File: src/rtl/fetch_stage.sv
// Instruction-fetch stage with IF/ID pipeline register for the RV32 core.
// Keeps one instruction-memory request in flight and supports stall, redirect and flush.
module fetch_stage #(
  parameter int              XLEN      = 32,
  parameter logic [XLEN-1:0] RESET_PC  = '0,
  parameter logic [31:0]     NOP_INSTR = 32'h0000_0013
) (
  input  logic            clk,
  input  logic            rst,
  input  logic            stall,
  input  logic            branch_taken,
  input  logic [XLEN-1:0] branch_target,
  output logic            imem_req,
  output logic [XLEN-1:0] imem_addr,
  input  logic            imem_gnt,
  input  logic            imem_rvalid,
  input  logic [31:0]     imem_rdata,
  output logic            if_id_valid,
  output logic [XLEN-1:0] if_id_pc,
  output logic [31:0]     if_id_instr,
  output logic [6:0]      instr_opcode
);

  typedef enum logic [1:0] {FETCH, WAIT, HOLD} state_t;

  state_t          state, state_next;
  logic [XLEN-1:0] pc, pc_next;
  logic            kill, kill_next;
  logic [31:0]     hold_buf, hold_buf_next;
  logic            load;
  logic [31:0]     load_instr;
  logic [XLEN-1:0] redirect_pc;

  // Masking (rather than slicing) keeps every bit of branch_target in use.
  assign redirect_pc = branch_target & ~XLEN'(3);

  always_ff @(posedge clk) begin
    if (rst) begin
      state       <= FETCH;
      pc          <= RESET_PC;
      kill        <= 1'b0;
      hold_buf    <= NOP_INSTR;
      if_id_valid <= 1'b0;
      if_id_pc    <= '0;
      if_id_instr <= NOP_INSTR;
    end else begin
      state    <= state_next;
      pc       <= pc_next;
      kill     <= kill_next;
      hold_buf <= hold_buf_next;
      if (branch_taken) begin
        if_id_valid <= 1'b0;
        if_id_pc    <= '0;
        if_id_instr <= NOP_INSTR;
      end else if (load) begin
        if_id_valid <= 1'b1;
        if_id_pc    <= pc;
        if_id_instr <= load_instr;
      end else if (!stall) begin
        if_id_valid <= 1'b0;
        if_id_instr <= NOP_INSTR;
      end
    end
  end

  always_comb begin
    state_next    = state;
    kill_next     = kill;
    hold_buf_next = hold_buf;
    load          = 1'b0;
    load_instr    = hold_buf;
    case (state)
      FETCH: begin
        // A grant in the redirect cycle was for the old PC, so its response is marked dead.
        if (imem_gnt) begin
          state_next = WAIT;
          kill_next  = branch_taken;
        end
      end
      WAIT: begin
        if (branch_taken) begin
          if (imem_rvalid) begin
            state_next = FETCH;
            kill_next  = 1'b0;
          end else begin
            kill_next  = 1'b1;
          end
        end else if (imem_rvalid) begin
          if (kill) begin
            state_next = FETCH;
            kill_next  = 1'b0;
          end else if (!stall) begin
            state_next = FETCH;
            load       = 1'b1;
            load_instr = imem_rdata;
          end else begin
            state_next    = HOLD;
            hold_buf_next = imem_rdata;
          end
        end
      end
      HOLD: begin
        if (branch_taken) begin
          state_next = FETCH;
        end else if (!stall) begin
          state_next = FETCH;
          load       = 1'b1;
        end
      end
      default: state_next = FETCH;
    endcase
    pc_next = pc;
    if (branch_taken) begin
      pc_next = redirect_pc;
    end else if (load) begin
      pc_next = pc + XLEN'(4);
    end
  end

  always_comb begin
    imem_req     = (state == FETCH) && !rst;
    imem_addr    = pc;
    instr_opcode = if_id_instr[6:0];
  end

endmodule

File: config.mk
export PLATFORM = sky130hd
export DESIGN_NAME = fetch_stage
export DESIGN_NICKNAME = d
export VERILOG_FILES = /design/src/rtl/fetch_stage.sv
export SDC_FILE = /design/constraint.sdc
export NUM_CORES = 1
export LEC_CHECK = 0
export BUFFER_PORTS_ARGS = -buffer_cell sky130_fd_sc_hd__buf_2
export CAP_MARGIN = 10
export CORE_MARGIN = 2
export CORE_UTILIZATION = 55
export CTS_BUF_LIST = sky130_fd_sc_hd__clkbuf_4
export CTS_CLUSTER_DIAMETER = 100
export DETAILED_ROUTE_END_ITERATION = 12
export HOLD_SLACK_MARGIN = 0.03
export PLACE_DENSITY = 0.85
export SLEW_MARGIN = 20
export SYNTH_ARGS = -nofsm -noshare
export SYNTH_HDL_FRONTEND = slang
export SYNTH_SLANG_ARGS = --single-unit
export TNS_END_PERCENT = 5
File: constraint.sdc
create_clock -name clk -period 4 [get_ports clk]
set_clock_uncertainty 0.2 [all_clocks]
set_input_delay 0.8 -clock clk [delete_from_list [all_inputs] [get_ports clk]]
set_output_delay 0.8 -clock clk [all_outputs]
set_load 0.01 [all_outputs]
* After elaboration in Yosys (flattened, before gate mapping)
Cells that the tools add are included.
** Word-level totals
- Flip-flop bits (word level) :: 132
- Latch bits :: 0
- Bits in writable memories :: 0
- Memory bits (read-only) :: 0
- Output and inout port bits :: 105
- Word-level logic and storage cells :: 57
- Memories :: 0
** Cells by class
- Add/subtract/negate cells :: 1
- Multiply operators :: 0
- Divide/modulo/power cells :: 0
- $lt $le $gt $ge :: 0
- Equal/unequal tests :: 7
- Shift-type cells :: 0
- Mux-type cells :: 30
- Bitwise logic cells :: 2
- Reduce and logical (&&, ||, !) cells :: 9
** Operators with widths (count)
- two-way mux 32 bit :: 8
- adder 32 x 3 -> 32 bit, second input constant :: 1
- two-way mux 2 bit :: 8
- two-way mux 1 bit :: 11
- != test 3 bit, second input constant :: 2
- case mux 2 bit (3 select lines) :: 1
- AND reduction 3 bit :: 2
- AND reduction 5 bit :: 1
- != test 2 bit, second input constant :: 2
- case mux 1 bit (2 select lines) :: 2
- nonzero test 2 bit :: 2
- == test 2 x 1 -> 1 bit, second input constant :: 1
- == test 2 bit, second input constant :: 1
- logical NOT 2 bit :: 1
- != test 2 x 1 -> 1 bit, second input constant :: 1
- inverter 1 bit :: 2
- OR reduction 2 bit :: 1
- logical AND 1 bit :: 1
- logical NOT 1 bit :: 1

* Depth between registers and ports, before layout
Gate-level depths: netlist of run 1.
- Depth after elaboration :: 7
- Mapped depth :: 9
- Depth with buffers taken out :: 7

* Worst setup path before layout of run 1
No wires, ideal clock.
- Kind :: input to register
- Start point :: input stall
- End point :: register if_id_pc[27]
- Setup time :: 0.070 ns
- Arrival :: 2.184 ns
- Data required time :: 3.730 ns
- Slack :: 1.545 ns
- Cell stages on the path :: 8
- Cells stage by stage :: clkbuf_1 nor2b_1 o21ai_1 nor2_1 clkbuf_1 clkbuf_1 nand2_1 a21oi_1
** Between the ends
- Cells in the longest elaborated chain, start to end :: 5
- Elaborated cells between the ends (all ways) :: 6
** Ends and longest elaborated chain
- from (decl) :: line 10 : input logic stall,
- two-way mux 1 bit * :: line 92, 105
- two-way mux 1 bit :: line 89 : if (kill) begin
- two-way mux 1 bit :: line 88 : end else if (imem_rvalid) begin
- two-way mux 1 bit :: line 81 : if (branch_taken) begin
- case mux 1 bit (2 select lines) * :: line 72 : case (state)
- to (signal assigned) :: line 57 : if_id_pc <= pc;
- to (decl) :: line 19 : output logic [XLEN-1:0] if_id_pc,
Mark *: on every way between the ends. The rest lies on a longest branch, timed or not.
A chain may end at the register's enable or synchronous reset.

* Worst setup path in the final report of run 1
- Start point :: register state[0]
- End point :: register if_id_pc[9]
** Between the ends
- Cells in the longest elaborated chain, start to end :: 2
- Elaborated cells between the ends (all ways) :: 3
** Ends and longest elaborated chain
- from (decl) :: line 26 : state_t state, state_next;
- from (signal assigned) :: line 47 : state <= state_next;
- == test 2 bit or == test 2 x 1 -> 1 bit (tied branches) :: line 72
- case mux 1 bit (2 select lines) * :: line 72
Marked as above.

==> metrics.txt, run 1 <==
Seq cells post-synth=~130; final net count=895; DRC errors left=0; LEAKAGE=2.726 nW; IO Pins=175; flop2flop setup slack=1440 ps; Total GRT Usage=27.21%; htree depth=4; RSZ-0062 raised after global routing=no; post-CTS setup buffers=0; top cell type's share of synthesized area=between 40 and 50%; crit end category=flip-flop; relative slew slack=47.23%; Hold-fix buffers, CTS=0; CTS clk-pin slew, worst paths=100 ps; DRT antenna net count=0; ys async rst share=0%; Inserted Diodes=0; synth cell count leaders=nand2_1 (146), dfxtp_1 (128), a21oi_1 (65); CP endpoint=if_id_pc[9]; routed via count=5,478; CTS Buf Count=17; Clk Latency, worst-skew pair=510 ps; final hold viol count=0; DR pass1 iterations=5; initial antenna violation count=0; total grt overflow=0; final HPWL from detailed placement=10,340 µm; outcome=finished, final reports clean; Worst EP arrival=2800 ps; CTS Sinks=128; Reg2Reg Launch Point=state[0]; Post-Syn Area=between 0.005 and 0.006 mm²; largest net degree at the start of global routing=59; Longest Clk Path Bufs=2; sequential area share after synthesis=44.91%; top_reg_cell synth=dfxtp_1; WP data required=~4200 ps; Final Wtd Congestion=0.8480; Die Footprint=0.01120 mm²; Worst Hold Class=flip-flop to flip-flop; Syn Area/Cell=~8.4 µm²; PnR worst setup slack=1442 ps; minimum clock period after layout=about 2600 ps; wire length per cell=roughly 16 µm; # rows=37; cell taking the most area after synthesis=dfxtp_1; vias in the first global route=5,151; Worst IR Drop VDD=0.2078 mV; area of the core=0.01018 mm²; pwr dens=352.4 mW/mm²; Critical Path Start=state[0]; pre-CTS WS=977.2 ps; input/output buffers=168; total wire length=between 15,000 and 20,000 µm; r2r worst-path depth=9; top cells by area, synth=dfxtp_1 (45%), nand2_1 (9.6%), mux2_2 (6.5%); CTS Root Cell=clkbuf_4; post-CTS resize count=0; number of flops mapped to enable cells by yosys=0; first-pass GRT wire length=around 25,000 µm; Max Fclk=391.0 MHz; TritonCTS clock tree=built; filler instances=856; endpoints failing setup=0; Chip Height=105.9 µm; Slew @ Worst Pin=789.2 ps; R2R Path End=if_id_pc[9]; sum of negative setup slack=0 ps; most frequent cell after synthesis=nand2_1; Die Width=around 110 µm; fin crit share=63.94%; number of synthesis warnings=0; Iteration-0 DRC Markers=384; area delta synth->final=19.76%; Setup CP Type=flip-flop to flip-flop; Post-Synthesis Cells=677; share of cells above drive strength 1=31.81%; Via density=5.671; Initial Utilization=56.02%; Max Cap Viol=0; Unique masters post-synth=45; crit-path max FO=26; startpoint types=flip-flop; Final Max Slew Viols=0
area by class of cell:
cell class	instances	area (µm²)	area share (%)
clock buffers	19	142.6	2.088
repair buffers	184	980.9	14.36
multi-input cells	478	2838	41.53
inverters	11	41.29	0.6043
well taps	136	170.2	2.490
clock inverters	10	97.59	1.428
flip-flops and latches	128	2562	37.50
cells in the final DEF, fill, tap and decap left out, types with 3 or more instances in the layout:
master    netlist  layout
buf_2           1     168
nand2_1       146     146
dfxtp_1       128     128
a21oi_1        65      65
nor2_1         56      54
mux2_2         33      33
a22oi_1        29      29
xnor2_1        25      25
clkbuf_4        0      19
a211oi_1       16      16
buf_4          11      15
nand3_1        12      12
inv_1          11      11
nor4_2          9       9
o22ai_1         8       8
nor3_1          8       7
a31oi_1         6       6
and2_1          5       5
ha_1            5       5
o21ai_0         4       4
nand3b_1        4       4
nor3_2          3       4
nand2b_1        4       4
nor4_1          4       4
conb_1          1       4
clkinv_1        0       4
nor2b_1         3       3
nand4_1         3       3
and4_1          3       3
clkinv_2        0       3
kinds of logic (layout without fill, tap and decap cells):
family	after synthesis	in the layout	share of synthesized area (%)
adder cells (fa/ha/maj)	5	5	1.096
other	1	4	0.06573
XOR/XNOR	25	25	3.838
flip-flops	128	128	44.91
AO/OA/AOI/OAI	139	139	15.09
buffers and inverters	74	224	5.877
multiplexers	35	35	6.864
AND/OR/NAND/NOR	270	270	22.26
per-layer routing:
metal	part of all wire, %	global-route usage [%]	vias to the layer above
met2	49	45.39	247
met3	6.8	6.061	52
met4	3.6	12.22	0
li1	-	-	2589
met5	0	0	-
met1	41	33.62	2590
how the worst min path moves through the flow:
stage | start | end | slack (ps) | cells past startpoint
3_3_place_gp | hold_buf[26] | hold_buf[26] | 240 | 2
6_report | if_id_pc[29] | if_id_pc[29] | 260 | 2
3_5_place_dp | if_id_pc[29] | if_id_pc[29] | 250 | 2
2_1_floorplan | hold_buf[0] | hold_buf[0] | 230 | 2
5_1_grt | hold_buf[3] | hold_buf[3] | 280 | 2
4_1_cts | if_id_pc[29] | if_id_pc[29] | 260 | 2
metrics by stage:
step / total power (W) / cells / hold WS [ps] / area [µm²] / util (%)
5_1_grt: 0.002504 / 966 / 275.1 / 6833 / 67.09
2_1_floorplan: 0.001525 / 680 / 233.8 / 5717 / -
4_1_cts: 0.002419 / 965 / 259.7 / 6805 / 66.82
6_report: 0.002408 / 966 / 257.7 / 6833 / 67.09
3_3_place_gp: 0.001615 / 936 / 239.0 / 6565 / 64.46
3_5_place_dp: 0.001628 / 936 / 246.2 / 6565 / 64.46
where the power goes:
part           switching (W)  leakage (nW)  internal [W]
Combinational       0.000148          1.55      0.000111
Clock               0.000440         0.134      0.000363
Sequential         0.0000421          1.04       0.00130
Total               0.000630          2.73       0.00178
worst max-delay path, stage by stage (launching register included):
cell,delay (ps)
dfxtp_1,380
inv_1,90
ha_1,290
nor2b_1,230
o21ai_2,120
nor2_4,480
buf_16,250
buf_4,210
nand2_1,70
a21oi_1,160
registers in the layout (all words and copies together), names as in the netlist:
name         flops
hold_buf        32
if_id_instr     32
if_id_pc        30
if_id_valid      1
imem_addr       30
kill             1
state            2
No activity file was read; power rests on OpenSTA's default activity.
==> inputs of run 2 (changes only) <==
--- a/config.mk
+++ b/config.mk
@@ -8,12 +8,12 @@
 export BUFFER_PORTS_ARGS = -buffer_cell sky130_fd_sc_hd__buf_2
 export CAP_MARGIN = 10
 export CORE_MARGIN = 2
-export CORE_UTILIZATION = 55
+export CORE_UTILIZATION = 53
 export CTS_BUF_LIST = sky130_fd_sc_hd__clkbuf_4
 export CTS_CLUSTER_DIAMETER = 100
 export DETAILED_ROUTE_END_ITERATION = 12
 export HOLD_SLACK_MARGIN = 0.03
-export PLACE_DENSITY = 0.85
+export PLACE_DENSITY = 0.82
 export SLEW_MARGIN = 20
 export SYNTH_ARGS = -nofsm -noshare
 export SYNTH_HDL_FRONTEND = slang
==> constraint.sdc (replaced) <==
create_clock -name clk -period 2.4 [get_ports clk]
set_clock_uncertainty 0.2 [all_clocks]
set_input_delay 0.48 -clock clk [delete_from_list [all_inputs] [get_ports clk]]
set_output_delay 0.48 -clock clk [all_outputs]
set_load 0.01 [all_outputs]
==> run 2 against run 1 <==
Via count increased by 5.4%. Sequential power up 66%. Worst hold slack worse by 180 ps. Global-route usage is 1.6 points higher. Sequential cell count unchanged. Final area grew 10%. Sequential share of layout area is 3.4 points lower. Power up 71%. Maximum frequency increased by 15%.
==> metrics.txt, run 2 (same netlist as run 1, synthesis figures left out) <==
routed via count=5,776 (+5.4%); Design Area, Final=0.007532 mm² (+10%); Max Fclk=448.9 MHz (+15%); sum of negative setup slack=0 ps (unchanged); most frequent cells in the layout=buf_2 (168), nand2_1 (146), dfxtp_1 (126), a21oi_1 (65), dlygate4sd3_1 (56); area delta synth->final=32.02%; Initial Utilization=55.02% (-1.0 points); Chip Height=107.8 µm (+1.8%); crit end category=flip-flop; internal power=0.002942 W (+65%); # rows=37 (unchanged); input/output buffers=168 (unchanged); crit-path max FO=32 (+23%); CTS Buf Count=17 (unchanged); total wire length=16,720 µm (+8.7%); Setup CP Type=flip-flop to flip-flop; clock network fraction of design power=32.5% (-0.8 points); DRC errors left=0 (unchanged); placed cell areas=0.006705 mm² (+2.1%); first-pass GRT wire length=26,340 µm (+7.3%); CTS clk-pin slew, worst paths=120 ps (+20 ps); CTS Root Cell=clkbuf_4; min-delay src=branch_target[11]; Final Max Slew Viols=0 (unchanged); RSZ-0062 raised after global routing=no; DR pass1 iterations=5 (unchanged); Reg2Reg Launch Point=state[1]; switching power=0.001170 W (+86%); final hold viol count=0 (unchanged); CTS Sinks=128 (unchanged); outcome=finished, final reports clean; Die Width=107.8 µm (+1.8%); TritonCTS clock tree=built; Worst EP arrival=2450 ps (-350 ps); WHS=72.97 ps (-184.7 ps); Die Footprint=0.01161 mm² (+3.6%); DRT antenna net count=0 (unchanged); fin crit share=92.82% (+29 points); IO Pins=175 (unchanged); Final Wtd Congestion=0.8580 (+1.2%); Longest Clk Path Bufs=2 (unchanged); Max Cap Viol=0 (unchanged); largest registers=hold_buf x32, if_id_instr x32; WP data required=2620 ps (-1620 ps); pwr dens=545.9 mW/mm² (+55%); Total GRT Usage=28.83% (+1.6 points); LEAKAGE=3.016 nW (+11%); Worst Hold Class=primary input to flip-flop; wire length per cell=16.18 µm (+1.6%); total grt overflow=0 (unchanged); filler instances=760 (-11%); area of the core=0.01037 mm² (+1.8%); final HPWL from detailed placement=10,550 µm (+2.0%); Worst IR Drop VDD=0.3341 mV (+61%); Critical Path Start=state[1]; commonest non-fill, non-tap cell in the layout=buf_2; Flop pwr share=54.4% (-1.5 points); Clk Latency, worst-skew pair=530 ps (+20 ps); vias in the first global route=5,492 (+6.6%); largest net degree at the start of global routing=41 (-31%); initial antenna violation count=0 (unchanged); Sw Ratio=28.45% (+2.3 points); startpoint types=flip-flop; endpoints failing setup=0 (unchanged); final net count=958 (+7.0%); combinational cell fraction of total power=13.1% (+2.3 points); Iteration-0 DRC Markers=420 (+9.4%); htree depth=4 (unchanged); Via density=5.591 (-1.4%); minimum clock period after layout=2228 ps (-330.0 ps); share of cells above drive strength 1=31.25% (-0.56 points)
[run 2: worst max-delay path, stage by stage, from the launching register on]
cell,delay [ps]
dfxtp_1,350
inv_1,100
ha_2,250
nand3b_1,180
nor2_4,140
buf_12,220
mux2_2,350
a22oi_1,230
nor2_1,80
[run 2: layout make-up]
class                   instances  area [µm²]  area share [%]
multi-input cells             478        2854           37.89
flip-flops and latches        128        2565           34.05
repair buffers                247        1653           21.94
well taps                     136       170.2           2.259
clock buffers                  17       127.6           1.694
clock inverters                15       118.9           1.578
inverters                      11       41.29          0.5482
diodes                          1       2.502         0.03322
[run 2: routing by layer]
| metal | share of wire (%) | up-vias | wire [µm] | track usage [%] |
|---|---|---|---|---|
| met1 | 41 | 2746 | 6850 | 34.84 |
| met2 | 49 | 243 | 8249 | 48.16 |
| met3 | 5.6 | 61 | 929 | 5.751 |
| met5 | 0 | - | 0 | 0 |
| met4 | 4.1 | 0 | 686 | 15.38 |
| li1 | - | 2726 | - | - |
[run 2: timing repair]
action,4_1_cts,5_1_grt
hold buffers,56,0
gates resized for setup,0,6
buffers inserted,0,0
endpoints found under the setup margin,0,32
endpoints found under the hold margin,56,0
[run 2: worst paths after layout]
path | endpoint | slack, ps | depth (start not counted)
worst max-delay path | if_id_instr[18] | 170 | 8
worst min-delay path | imem_addr[11] | 70 | 3
worst max register to register | if_id_instr[18] | 170 | 8
worst min register to register | hold_buf[14] | 260 | 2
[run 2: metrics by stage]
step,instances,utilization [%],total power [W],setup slack [ps]
3_3_place_gp,944,64.66,0.002716,239.6
3_5_place_dp,944,64.66,0.002734,148.7
5_1_grt,1032,72.61,0.004272,20.43
6_report,1033,72.64,0.004112,172.4
2_1_floorplan,680,-,0.002541,160.4
4_1_cts,1032,72.44,0.004115,107.6
[run 2: power by group through the flow]
| stage | registers (W) | clock network [W] | logic, W |
|---|---|---|---|
| 2_1_floorplan | 0.00229 | 0 | 0.000254 |
| 3_3_place_gp | 0.00228 | 0 | 0.000439 |
| 3_5_place_dp | 0.00228 | 0 | 0.000453 |
| 4_1_cts | 0.00223 | 0.00136 | 0.000526 |
| 5_1_grt | 0.00225 | 0.00144 | 0.000583 |
| 6_report | 0.00224 | 0.00134 | 0.000538 |
